**config.mk**
```make
export PLATFORM = sky130hd
export DESIGN_NAME = z80_opcode_tracker
export DESIGN_NICKNAME = d
export VERILOG_FILES = /design/src/rtl/z80_opcode_tracker_pkg.sv /design/src/rtl/z80_bus_sync.sv /design/src/rtl/z80_opcode_tracker.sv
export SDC_FILE = /design/constraint.sdc
export NUM_CORES = 1
export LEC_CHECK = 0
export CAP_MARGIN = 20
export CORE_MARGIN = 2
export CORE_UTILIZATION = 50
export DETAILED_ROUTE_END_ITERATION = 16
export GPL_TIMING_DRIVEN = 0
export PLACE_DENSITY_LB_ADDON = 0.12
export RECOVER_POWER = 25
export SLEW_MARGIN = 20
export SYNTH_ARGS = -nofsm -noshare
export SYNTH_HDL_FRONTEND = slang
export SYNTH_SLANG_ARGS = --single-unit
```
**constraint.sdc**
```tcl
create_clock -name clk -period 2.9 [get_ports clk]
set_input_delay 0.29 -clock clk [delete_from_list [all_inputs] [get_ports clk]]
set_output_delay 0.29 -clock clk [all_outputs]
set_load 0.01 [all_outputs]
```
**src/rtl/z80_opcode_tracker_pkg.sv**
```systemverilog
// Shared definitions for the Z80 opcode tracker: prefix-decoder states,
// prefix byte values and index_sel codes.
package z80_opcode_tracker_pkg;

    typedef enum logic [1:0] {
        S_BASE = 2'd0,
        S_CB   = 2'd1,
        S_ED   = 2'd2,
        S_IDX  = 2'd3
    } state_e;

    localparam logic [7:0] OP_CB = 8'hCB;
    localparam logic [7:0] OP_ED = 8'hED;
    localparam logic [7:0] OP_DD = 8'hDD;
    localparam logic [7:0] OP_FD = 8'hFD;

    localparam logic [1:0] IDX_NONE = 2'd0;
    localparam logic [1:0] IDX_IX   = 2'd1;
    localparam logic [1:0] IDX_IY   = 2'd2;

    function automatic logic [1:0] idx_code(input logic [7:0] b);
        return (b == OP_FD) ? IDX_IY : IDX_IX;
    endfunction

endpackage

```
**src/rtl/z80_bus_sync.sv**
```systemverilog
// Brings m1_n, iorq_n and the data bus into clk, holds the last byte seen
// during M1 and flags the M1 rising edge (fetch end).
module z80_bus_sync #(
    parameter int SYNC_STAGES = 2
) (
    input  logic       clk_i,
    input  logic       rst_i,
    input  logic [7:0] data_i,
    input  logic       m1_n_i,
    input  logic       iorq_n_i,
    output logic       fetch_end_o,
    output logic [7:0] hold_data_o,
    output logic       hold_iorq_n_o
);

    logic [SYNC_STAGES-1:0]      m1_sync_q;
    logic [SYNC_STAGES-1:0]      iorq_sync_q;
    logic [SYNC_STAGES-1:0][7:0] data_sync_q;
    logic                        m1_prev_q;
    logic [7:0]                  hold_data_q;
    logic                        hold_iorq_n_q;
    logic                        m1_s;

    assign m1_s = m1_sync_q[SYNC_STAGES-1];

    always_ff @(posedge clk_i) begin
        if (rst_i) begin
            m1_sync_q     <= '1;
            iorq_sync_q   <= '1;
            data_sync_q   <= '0;
            m1_prev_q     <= 1'b1;
            hold_data_q   <= 8'h00;
            hold_iorq_n_q <= 1'b1;
        end else begin
            m1_sync_q[0]   <= m1_n_i;
            iorq_sync_q[0] <= iorq_n_i;
            data_sync_q[0] <= data_i;
            for (int i = 1; i < SYNC_STAGES; i++) begin
                m1_sync_q[i]   <= m1_sync_q[i-1];
                iorq_sync_q[i] <= iorq_sync_q[i-1];
                data_sync_q[i] <= data_sync_q[i-1];
            end
            m1_prev_q <= m1_s;
            // Keep refreshing while M1 is low so the byte seen last before release wins
            if (!m1_s) begin
                hold_data_q   <= data_sync_q[SYNC_STAGES-1];
                hold_iorq_n_q <= iorq_sync_q[SYNC_STAGES-1];
            end
        end
    end

    assign fetch_end_o   = m1_s & ~m1_prev_q;
    assign hold_data_o   = hold_data_q;
    assign hold_iorq_n_o = hold_iorq_n_q;

endmodule

```
**src/rtl/z80_opcode_tracker.sv**
```systemverilog
// Z80 M1 opcode tracker: prefix decode FSM, instruction boundary flags,
// I/O direction, interrupt-acknowledge strobe and ED untrap detection.
//   state  | meaning
//   S_BASE | next M1 starts a new instruction
//   S_CB   | CB seen, one more opcode byte to come
//   S_ED   | ED seen, second byte checked against the trap list
//   S_IDX  | one or more DD/FD index prefixes seen
module z80_opcode_tracker
    import z80_opcode_tracker_pkg::*;
#(
    parameter int                      TRAP_COUNT   = 1,
    parameter logic [TRAP_COUNT*8-1:0] TRAP_OPCODES = 8'h45,
    parameter int                      SYNC_STAGES  = 2,
    parameter int                      CNT_WIDTH    = 16
) (
    input  logic                 clk,
    input  logic                 rst,
    input  logic [7:0]           data,
    input  logic                 m1_n,
    input  logic                 iorq_n,
    input  logic                 ignore_next_isr,
    output logic                 new_isr,
    output logic                 last_isr_untrap,
    output logic                 untrap_pulse,
    output logic                 io_direction,
    output logic [1:0]           index_sel,
    output logic                 int_ack,
    output logic [CNT_WIDTH-1:0] isr_count
);

    logic       fetch_end;
    logic [7:0] hold_data;
    logic       hold_iorq_n;

    z80_bus_sync #(
        .SYNC_STAGES(SYNC_STAGES)
    ) u_bus_sync (
        .clk_i        (clk),
        .rst_i        (rst),
        .data_i       (data),
        .m1_n_i       (m1_n),
        .iorq_n_i     (iorq_n),
        .fetch_end_o  (fetch_end),
        .hold_data_o  (hold_data),
        .hold_iorq_n_o(hold_iorq_n)
    );

    state_e               state_q,   state_d;
    logic                 new_isr_q, new_isr_d;
    logic                 untrap_q,  untrap_d;
    logic                 pulse_q,   pulse_d;
    logic                 io_dir_q,  io_dir_d;
    logic [1:0]           idx_q,     idx_d;
    logic                 int_ack_q, int_ack_d;
    logic [CNT_WIDTH-1:0] cnt_q,     cnt_d;
    logic                 complete;

    function automatic logic is_trap(input logic [7:0] b);
        logic hit;
        hit = 1'b0;
        for (int i = 0; i < TRAP_COUNT; i++) begin
            if (TRAP_OPCODES[i*8 +: 8] == b) hit = 1'b1;
        end
        return hit;
    endfunction

    always_ff @(posedge clk) begin
        if (rst) begin
            state_q   <= S_BASE;
            new_isr_q <= 1'b1;
            untrap_q  <= 1'b0;
            pulse_q   <= 1'b0;
            io_dir_q  <= 1'b0;
            idx_q     <= IDX_NONE;
            int_ack_q <= 1'b0;
            cnt_q     <= '0;
        end else begin
            state_q   <= state_d;
            new_isr_q <= new_isr_d;
            untrap_q  <= untrap_d;
            pulse_q   <= pulse_d;
            io_dir_q  <= io_dir_d;
            idx_q     <= idx_d;
            int_ack_q <= int_ack_d;
            cnt_q     <= cnt_d;
        end
    end

    always_comb begin
        state_d   = state_q;
        new_isr_d = new_isr_q;
        untrap_d  = untrap_q;
        pulse_d   = 1'b0;
        io_dir_d  = io_dir_q;
        idx_d     = idx_q;
        int_ack_d = 1'b0;
        cnt_d     = cnt_q;
        complete  = 1'b0;

        if (fetch_end) begin
            if (!hold_iorq_n) begin
                int_ack_d = 1'b1;
                state_d   = S_BASE;
            end else begin
                untrap_d = 1'b0;
                // IN A,(n)/OUT (n),A live in Dx; elsewhere bit 0 separates IN/OUT (C)
                io_dir_d = (hold_data[7:4] == 4'hD) ? hold_data[3] : ~hold_data[0];
                case (state_q)
                    S_BASE: begin
                        if (hold_data == OP_CB) begin
                            state_d = S_CB;
                            idx_d   = IDX_NONE;
                        end else if (hold_data == OP_ED) begin
                            state_d = S_ED;
                            idx_d   = IDX_NONE;
                        end else if (hold_data == OP_DD || hold_data == OP_FD) begin
                            state_d = S_IDX;
                            idx_d   = idx_code(hold_data);
                        end else begin
                            complete = 1'b1;
                            idx_d    = IDX_NONE;
                        end
                    end
                    S_CB: complete = 1'b1;
                    S_ED: begin
                        complete = 1'b1;
                        if (is_trap(hold_data) && !ignore_next_isr) begin
                            untrap_d = 1'b1;
                            pulse_d  = 1'b1;
                        end
                    end
                    S_IDX: begin
                        if (hold_data == OP_ED) begin
                            state_d = S_ED;
                            idx_d   = IDX_NONE;
                        end else if (hold_data == OP_DD || hold_data == OP_FD) begin
                            idx_d = idx_code(hold_data);
                        end else begin
                            complete = 1'b1;
                        end
                    end
                    default: state_d = S_BASE;
                endcase
                if (complete) begin
                    state_d = S_BASE;
                    cnt_d   = cnt_q + 1'b1;
                end
            end
            new_isr_d = (state_d == S_BASE);
        end
    end

    assign new_isr         = new_isr_q;
    assign last_isr_untrap = untrap_q;
    assign untrap_pulse    = pulse_q;
    assign io_direction    = io_dir_q;
    assign index_sel       = idx_q;
    assign int_ack         = int_ack_q;
    assign isr_count       = cnt_q;

endmodule

```
==> flow_summary.json <==
{
  "hold_buffers": 0,
  "cts_tree": "built",
  "wl_per_cell_um": 13.9,
  "rows": 25,
  "io_buffers": 34,
  "place.gp.congestion": 0.754,
  "clockBufferDepth": 2,
  "dpl.hpwl_um": 3310,
  "yosys.area_share.simple": 0.252,
  "rsz0062_at_grt": "false",
  "p_per_area_nw_per_um2": 472,
  "skew_ps": 4.61,
  "grt_pass1_vias": 1676,
  "dieArea_um2": 5320,
  "synthArstFlopShare": 0,
  "cp_max_fo": 10,
  "syn-instance-count": 236,
  "dpl-instance-area_um2": 2780,
  "worst_hold_startpoint": "u_bus_sync.m1_sync_q[0]",
  "routed_wirelength_um": 4610,
  "synth_edf_count": 0,
  "clock-sinks": 55,
  "avgSynthCellArea_um2": 10.1,
  "synth_fa_ha_area_frac": 0.0263,
  "cp_slowest_cell": "dfxtp_1",
  "area_delta_synth_final_pct": 21.3,
  "finalSetupViolations": 0,
  "ys_types": 55,
  "htreeDepth": 2,
  "yosysSeqAreaShare": 0.464,
  "nNetsFinal": 295,
  "criticalPathCategory": "reg -> reg",
  "cp.arrival_ps": 2460,
  "drv_slew": 0,
  "worstMarginPinSlew_ps": 532,
  "synthesis.nets": 254,
  "worstRegToRegCells": 8,
  "fmax_mhz": 440,
  "clkLatencyLatePin_ps": 310,
  "drtAntennaViolNets": 0,
  "antenna_found_initial": 0,
  "synth_compound_area_frac": 0.144,
  "status": "completed",
  "core_um2": 4660,
  "maxCapViolCount": 0,
  "final_layout_size_suffix_gt1_frac": 0.126,
  "r2r_slack_ps": 630,
  "slowest_delay_ps": 430,
  "r2r_start": "state_q[0]",
  "synth_area_um2": 2370,
  "leakagePower_nw": 1.08,
  "finalCriticalPeriod_ps": 2270,
  "vias": 1804,
  "hp-class": "reg -> reg",
  "final_cells": 332,
  "grt_max_degree": 19,
  "crit_chain": "inv_1 > ha_1 > or2_2 > o221ai_4 > buf_6 > buf_6 > mux2i_1 > nor2_1",
  "cts_setup_buffers": 0,
  "boundaryPins": 36,
  "clkSlewWorstSetupHoldPaths_ps": 100,
  "die_x_um": 72.9,
  "synth_top_family_by_area": "simple AND/OR/NAND/NOR gates",
  "grt_pass1_wl_um": 7740,
  "min_to": "u_bus_sync.m1_sync_q[1]",
  "firstDrtPassIters": 4,
  "yosysWarnings": 0,
  "cpMostUsedCell": "buf_6",
  "finalHoldViolations": 0,
  "grt_use_total": 0.187,
  "max_slew_margin": 0.640,
  "die_h_um": 72.9,
  "finalCritPeriodShare": 0.783,
  "via_per_inst": 5.43,
  "drc": 0,
  "whs_path_depth": 1,
  "synthMuxAreaShare": 0.0558,
  "ys_ff_latch": 55,
  "ctsResizeCount": 0,
  "hold_ws_ps": 423,
  "synth_xor_area_frac": 0.00369,
  "critPathRequiredTime_ps": 3090,
  "start_util": 0.510,
  "drt_iter0_drc": 97,
  "antenna_cells": 0,
  "vdd.ir_drop.worst_mv": 0.343,
  "r2r_end": "isr_count[1]",
  "worstSetupEndpointType": "register",
  "cp-start-kind": "register",
  "dp.cells": 324,
  "root_buffer": "clkbuf_8",
  "ys.flop_type": "dfxtp_1",
  "design_area_um2": 2880,
  "cts_buffers": 5,
  "fill_cells": 392,
  "overflow": 0,
  "setup-tns-final_ps": 0
}
==> stage by stage <==
stage               worst slack (ps)  utilization  total power (W)
floorplan                        884            -         0.000836
finish                           629        0.618          0.00136
detailed placement               632        0.597         0.000865
CTS                              606        0.622          0.00138
global route                     476        0.618          0.00141
global placement                 633        0.597         0.000863
==> area by class of cell <==
cell class / instances / area [µm²] / area share
Multi-Input combinational cell: 159 / 1140 / 0.397
Clock buffer: 5 / 68.8 / 0.0239
Buffer: 13 / 77.6 / 0.0269
Tap cell: 54 / 67.6 / 0.0235
Inverter: 9 / 33.8 / 0.0117
Sequential cell: 55 / 1100 / 0.382
Clock inverter: 3 / 46.3 / 0.0161
Timing Repair Buffer: 34 / 340 / 0.118
==> power breakdown <==
group          internal (W)  switching, W  total [W]
Combinational     0.0000337     0.0000330  0.0000667
Clock              0.000260      0.000256   0.000516
Sequential         0.000771    0.00000647   0.000778
Total               0.00107      0.000295    0.00136
==> sequential cells by signal (all words and copies together), names as in the netlist <==
name,flops
int_ack,1
u_bus_sync.iorq_sync_q,2
u_bus_sync.hold_iorq_n_o,1
u_bus_sync.hold_data_o,8
u_bus_sync.data_sync_q,16
untrap_pulse,1
new_isr,1
u_bus_sync.m1_sync_q,2
u_bus_sync.m1_prev_q,1
index_sel,2
isr_count,16
last_isr_untrap,1
state_q,2
io_direction,1
==> cells in the mapped netlist, types with 3 or more instances <==
cell | count | area share
nor2_1 | 19 | 0.030
buf_6 | 4 | 0.019
o21a_1 | 3 | 0.0095
nand4_1 | 3 | 0.0079
mux2i_1 | 11 | 0.046
nor2b_1 | 19 | 0.050
inv_1 | 9 | 0.014
a31oi_1 | 3 | 0.0079
nand2_1 | 12 | 0.019
o21ai_0 | 3 | 0.0063
or2_2 | 7 | 0.018
ha_1 | 5 | 0.026
dfxtp_1 | 55 | 0.46
clkbuf_1 | 4 | 0.0063
a21oi_1 | 14 | 0.030
or4_1 | 9 | 0.028
o31ai_1 | 8 | 0.025
nand3_1 | 3 | 0.0063
==> worst max path at each step <==
stage | startpoint | end | slack, ps | cells after the start
3_5_place_dp | state_q[0] | isr_count[1] | 630 | 8
4_1_cts | state_q[0] | isr_count[1] | 610 | 8
3_3_place_gp | state_q[0] | isr_count[1] | 630 | 8
6_report | state_q[0] | isr_count[1] | 630 | 8
5_1_grt | state_q[0] | isr_count[1] | 480 | 8
2_1_floorplan | state_q[0] | isr_count[11] | 880 | 7
==> cells in the final DEF (no fill, tap or decap), drive strengths merged, types with 3 or more instances in the layout <==
cell type,synthesis,final
nor2,20,20
clkdlybuf4s50,0,34
dfxtp,55,55
nor2b,19,19
nand2,13,13
or4,9,9
nand4,4,4
mux2i,11,11
o21ai,5,5
nor4,3,3
nand3,3,3
a21oi,15,15
o31ai,8,8
o21a,3,3
a31oi,4,4
inv,9,10
clkbuf,5,11
buf,8,7
ha,5,5
or2,9,9
==> per-layer routing <==
layer	GRT usage	share of wire	up-vias
met1	0.252	0.47	831
met4	0.0514	0.013	0
li1	-	-	925
met5	0	0	-
met2	0.302	0.47	43
met3	0.0442	0.046	5
==> worst max-delay path: cells and delay by family (launching register included) <==
kind	cells	cell delay, ps
AOI/OAI and AO/OA	1	340
adders and majority gates	1	350
buffers and inverters	3	460
DFF	1	430
muxes	1	180
and+or+nand+nor	2	380
==> cells by family after synthesis <==
logic type	count (synthesis)
simple gates	94
mux	13
compound gates	46
flops	55
fa+ha+maj	5
buf+inv	22
xor+xnor	1
Power figures use the tool's default switching activity.
